$ cat src/rtl/nexus_nonce_scheduler.sv
// Nonce scheduler for one hash core in a HASHERS-wide bank.
// Steps the nonce presented to the hash pipe, tracks which pipe slots hold
// real work, compares the pipe output against the share target, and queues
// found nonces for a ready/valid consumer.
module nexus_nonce_scheduler #(
  parameter int HASHERS    = 1,
  parameter int COREIDX    = 0,
  parameter int PIPESTAGES = 391,
  parameter int FIFODEPTH  = 4
) (
  input  logic        clk,
  input  logic        HashRst,
  input  logic        WorkValid,
  input  logic [63:0] WorkNonce,
  input  logic        HashEn,
  input  logic [63:0] HashTop,
  input  logic [63:0] Target,
  output logic [63:0] CurNonce,
  output logic        PipeValidIn,
  output logic [63:0] NonceOut,
  output logic        NonceValid,
  input  logic        NonceReady,
  output logic [31:0] FoundCount,
  output logic        Overflow,
  output logic        Wrapped
);

  localparam int              AW        = (FIFODEPTH > 1) ? $clog2(FIFODEPTH) : 1;
  localparam logic [63:0]     LP_STRIDE = 64'(HASHERS);
  localparam logic [63:0]     LP_OFFSET = 64'(COREIDX);
  // Distance between the nonce entering the pipe and the one leaving it.
  localparam logic [63:0]     LP_BACK   = 64'(PIPESTAGES) * 64'(HASHERS);
  localparam logic [AW:0]     LP_DEPTH  = (AW + 1)'(FIFODEPTH);
  localparam logic [PIPESTAGES-1:0] LP_SR_ONE = PIPESTAGES'(1);

  logic [63:0]           r_cur_nonce;
  logic                  r_loaded;
  logic [PIPESTAGES-1:0] r_valid_sr;
  logic [63:0]           r_fifo_mem [FIFODEPTH];
  logic [AW-1:0]         r_rd_ptr;
  logic [AW-1:0]         r_wr_ptr;
  logic [AW:0]           r_count;
  logic [63:0]           r_nonce_out;
  logic [31:0]           r_found_count;
  logic                  r_overflow;
  logic                  r_wrapped;

  logic                  w_advance;
  logic                  w_out_valid;
  logic                  w_found;
  logic [63:0]           w_out_nonce;
  logic [64:0]           w_sum;
  logic                  w_full;
  logic                  w_pop;
  logic                  w_push;
  logic [AW:0]           w_count_next;
  logic [AW-1:0]         w_rd_ptr_next;
  logic [63:0]           w_head_next;

  // Reset and load take the cycle, so an advance only happens when neither is present.
  assign w_advance   = HashEn & r_loaded & ~WorkValid & ~HashRst;
  assign w_out_valid = r_valid_sr[PIPESTAGES-1];
  assign w_out_nonce = r_cur_nonce - LP_BACK;
  // The comparison is qualified by the advance so a stalled pipe never counts the same slot twice.
  assign w_found     = w_advance & w_out_valid & (HashTop <= Target);
  assign w_sum       = {1'b0, r_cur_nonce} + {1'b0, LP_STRIDE};

  assign w_full        = (r_count == LP_DEPTH);
  assign w_pop         = (r_count != '0) & NonceReady;
  // A full queue still takes a push when the head leaves in the same cycle.
  assign w_push        = w_found & (~w_full | w_pop);
  assign w_rd_ptr_next = w_pop ? (r_rd_ptr + AW'(1)) : r_rd_ptr;
  // When the next head is the slot being written right now, bypass the memory.
  assign w_head_next   = (w_push && (w_rd_ptr_next == r_wr_ptr)) ? w_out_nonce
                                                                  : r_fifo_mem[w_rd_ptr_next];

  // Queue occupancy after this cycle's push and pop.
  always_comb begin
    w_count_next = r_count;
    case ({w_push, w_pop})
      2'b10:   w_count_next = r_count + (AW + 1)'(1);
      2'b01:   w_count_next = r_count - (AW + 1)'(1);
      default: w_count_next = r_count;
    endcase
  end

  // Queue storage; entries beyond the occupancy are don't-care, so no reset.
  always_ff @(posedge clk) begin
    if (w_push) begin
      r_fifo_mem[r_wr_ptr] <= w_out_nonce;
    end
  end

  // Nonce stepping, pipe valid tracking, queue pointers and status flags.
  always_ff @(posedge clk) begin
    if (HashRst) begin
      r_cur_nonce   <= '0;
      r_loaded      <= 1'b0;
      r_valid_sr    <= '0;
      r_rd_ptr      <= '0;
      r_wr_ptr      <= '0;
      r_count       <= '0;
      r_nonce_out   <= '0;
      r_found_count <= '0;
      r_overflow    <= 1'b0;
      r_wrapped     <= 1'b0;
    end else if (WorkValid) begin
      r_cur_nonce   <= WorkNonce + LP_OFFSET;
      r_loaded      <= 1'b1;
      r_valid_sr    <= '0;
      r_rd_ptr      <= '0;
      r_wr_ptr      <= '0;
      r_count       <= '0;
      r_found_count <= '0;
      r_overflow    <= 1'b0;
      r_wrapped     <= 1'b0;
    end else begin
      if (w_advance) begin
        r_cur_nonce <= w_sum[63:0];
        r_valid_sr  <= (r_valid_sr << 1) | LP_SR_ONE;
        if (w_sum[64]) begin
          r_wrapped <= 1'b1;
        end
      end
      r_rd_ptr <= w_rd_ptr_next;
      if (w_push) begin
        r_wr_ptr <= r_wr_ptr + AW'(1);
      end
      r_count <= w_count_next;
      // The output register only moves while something is queued, so it holds when empty.
      if (w_count_next != '0) begin
        r_nonce_out <= w_head_next;
      end
      if (w_found && (r_found_count != 32'hFFFF_FFFF)) begin
        r_found_count <= r_found_count + 32'd1;
      end
      if (w_found && w_full && !w_pop) begin
        r_overflow <= 1'b1;
      end
    end
  end

  assign CurNonce    = r_cur_nonce;
  assign PipeValidIn = r_loaded;
  assign NonceOut    = r_nonce_out;
  assign NonceValid  = (r_count != '0);
  assign FoundCount  = r_found_count;
  assign Overflow    = r_overflow;
  assign Wrapped     = r_wrapped;

endmodule

$ cat config.mk
export PLATFORM = sky130hd
export DESIGN_NAME = nexus_nonce_scheduler
export DESIGN_NICKNAME = d
export VERILOG_FILES = /design/src/rtl/nexus_nonce_scheduler.sv
export SDC_FILE = /design/constraint.sdc
export NUM_CORES = 2
export LEC_CHECK = 0
export ABC_AREA = 1
export ABC_CLOCK_PERIOD_IN_PS = 12400
export CAP_MARGIN = 20
export CORE_ASPECT_RATIO = 1.5
export CORE_UTILIZATION = 35
export CTS_CLUSTER_SIZE = 40
export DETAILED_ROUTE_END_ITERATION = 12
export PLACE_DENSITY = 0.56
export SLEW_MARGIN = 20
export SYNTH_ARGS = -nofsm -noshare
export SYNTH_HDL_FRONTEND = slang
export SYNTH_SLANG_ARGS = --single-unit
$ cat constraint.sdc
create_clock -name clk -period 12.4 [get_ports clk]
set_input_delay 2.48 -clock clk [delete_from_list [all_inputs] [get_ports clk]]
set_output_delay 2.48 -clock clk [all_outputs]
set_load 0.05 [all_outputs]
==> results.md <==
- Outcome: complete, no violations
- TritonCTS Sinks: 817
- Min-delay src: r_valid_sr[4]
- First-pass GRT wire length: 168 mm
- Post-synth EDFFs: 256
- Die W: 265 µm
- Crit-path max FO: 97
- Routed met3 length: 8.12 mm
- Final core utilization: 42.3%
- Fin crit period: 7.68 ns
- Slew Viols, Final: 0
- Number of port buffers: 360
- PD cells: 134 mW/mm²
- Post-CTS Setup Inserts: 0
- Cell count after synthesis: 4461
- Post-route setup TNS: 0 ns
- Area grow syn2layout: 19.7%
- Post-synth cell types: 50
- LEAKAGE: 16.5 nW
- CP startpoint kind: primary input
- Clk Latency, worst-skew pair: 0.66 ns
- Net Sw Power: 1.41 mW
- Tightest Hold Check Type: flip-flop to flip-flop
- Dpl ws: 4.00 ns
- Vias in the first global route: 29100
- Largest net degree at the start of global routing: 225
- Most frequent cells in the layout: 1083 x nor2_1, 575 x nand2_1, 561 x dfxtp_1
- Internal power: 4.41 mW
- DR WL met2: 52.3 mm
- Crit path kind: primary input to flip-flop
- Reg clk slew, reported paths: 0.06 ns
- Unrepaired setup endpoints after global routing: no
- Antenna viol nets, final: 0
- Rows: 144
- Post-synthesis sequential area ratio: 52.0%
- Flop pwr share: 48.9%
- Global route overflow: 0
- Crit path DAT: 8.26 ns
- Max Freq: 130 MHz
- Iteration-0 DRC Markers: 2359
- Worst slew pin tran: 1.10 ns
- Peak supply drop: 101 µV
- CTS buffer count: 82
- Reg2reg start: PipeValidIn
- FF-to-FF path depth: 21
- # setup viols final: 0
- Min-Delay Path Depth: 2
- N_diodes: 0
- Vias per inst: 5.00
- Synthesized flop and latch total: 817
- Drt first pass iters: 5
- H-tree depth: 3
- Layout cell share with drive strength beyond 1: 5.21%
- Worst clock skew: 0.0259 ns
- Max-slew headroom: 26.5%
- IO Count: 361
- Placeable core area: 0.103 mm²
- Fraction of synthesis flops using an asynchronous set or reset pin: 0%
- Crit. Startpoint: WorkValid
- Mapped Area: 0.0363 mm²
- Final worst slack: 4.72 ns
- Dpl hpwl: 70.8 mm
- Worst path required time: 12.98 ns
- Top routing layer in use: met5
- DIE HEIGHT: 397 µm
- Resize count post-CTS: 0
- Syn Nets: 4730
- Predominant post-synthesis flop cell: dfxtp_1
- DR vias: 30500
- Initial core utilization: 35.3%
- Avg WL per Cell: 17.9 µm
- Max-Cap Viols: 0
- Root Buffer: clkbuf_16
- Drt total wl: 109 mm
- Initial antenna violation count: 4
- Comb pwr share: 7.8%
- Hold Vio Cnt, Final: 0
- # hold bufs at CTS: 0
- Commonest non-fill, non-tap cell in the layout: nor2_1
- TritonCTS clock tree: done
- Final Cycle Share: 62.0%
- Yosys warning total: 0
- # DRC: 0
- Clock power share: 43.2%
- GRT Resource Usage Total: 20.3%
- GPL Wtd Cong: 0.917
- Syn Area/Cell: 8.15 µm²
- Clock Path Buffers: 3
- Worst Setup End Kind: flip-flop
- Nets@finish: 4925
- Net Sw Frac: 24.2%
- Die area: 0.105 mm²
- Met1 wire length: 45.5 mm
[per-stage QoR]
stage	instance area, µm²	power, mW	instances	hold slack, ns
3_3_place_gp	40800	3.36	5959	0.443
6_report	43500	5.82	6109	0.460
4_1_cts	43500	5.89	6109	0.465
2_1_floorplan	36300	3.17	4461	0.431
5_1_grt	43500	6.04	6109	0.486
3_5_place_dp	40800	3.36	5959	0.452
[cells in the mapped netlist (71+ instances only)]
master / instances / area [µm²]
nand4_1: 113 / 707
edfxtp_1: 256 / 7690
a21oi_1: 310 / 1550
nor2_1: 1089 / 4090
xor2_1: 123 / 1080
inv_1: 294 / 1100
clkbuf_1: 201 / 754
ha_1: 71 / 888
dfxtp_1: 561 / 11200
o21ai_0: 347 / 1740
nand2_1: 577 / 2170
nand3_1: 115 / 576
[layout make-up]
type,instances,area [µm²]
multi-input combinational,3053,15100
inverter,313,1180
tap,1387,1740
clock inverter,37,395
sequential,817,18900
clock buffer,113,2330
timing repair buffer,389,3840
fill,10300,59400
[power groups by stage]
| stage | logic [mW] | registers (mW) | clock network, mW |
|---|---|---|---|
| floorplan | 0.246 | 2.93 | 0 |
| global placement | 0.451 | 2.91 | 0 |
| detailed placement | 0.453 | 2.91 | 0 |
| CTS | 0.456 | 2.85 | 2.59 |
| global route | 0.505 | 2.85 | 2.68 |
| finish | 0.454 | 2.85 | 2.52 |
[flip-flops by register name, indices dropped and copies added, names as in the netlist]
signal,cells
r_wr_ptr,2
NonceOut,64
PipeValidIn,1
Overflow,1
r_valid_sr,391
Wrapped,1
r_count,3
r_fifo_mem,256
FoundCount,32
r_rd_ptr,2
CurNonce,64
[final timing paths]
| kind | slack [ns] | to |
|---|---|---|
| hold reg to reg | 0.46 | r_valid_sr[4] |
| setup reg to reg | 7.73 | NonceOut[30] |
| setup / recovery | 4.72 | NonceOut[30] |
| hold / removal | 0.46 | r_valid_sr[4] |
[per-layer routing]
layer  GRT usage [%]  up-vias
met5               0        -
met4            7.38        8
met3            4.72      187
met2            34.6      888
met1            25.0    14400
li1                -    15100
[critical path, cell delays in order]
cell	delay, ns
buf_2	0.10
buf_4	0.27
nor2_4	0.15
buf_4	0.62
inv_2	0.49
nor2_4	0.26
inv_6	0.22
nor2_2	0.27
inv_1	0.10
a21oi_4	0.20
nand2_2	0.22
ha_1	0.31
inv_1	0.10
fa_1	0.41
nor2_1	0.12
a21oi_1	0.07
nand3_1	0.12
nand2_2	0.04
buf_4	0.35
clkinv_2	0.10
buf_4	0.72
nand3_1	0.18
a21oi_1	0.17
[cell families after synthesis]
logic type / after synthesis / synth area share, %
compound gates: 819 / 12.3
xor+xnor: 131 / 3.23
fa+ha+maj: 72 / 2.50
buf+inv: 591 / 6.54
flops: 817 / 52.0
simple gates: 2031 / 23.4
No activity file was read; power rests on OpenSTA's default activity.
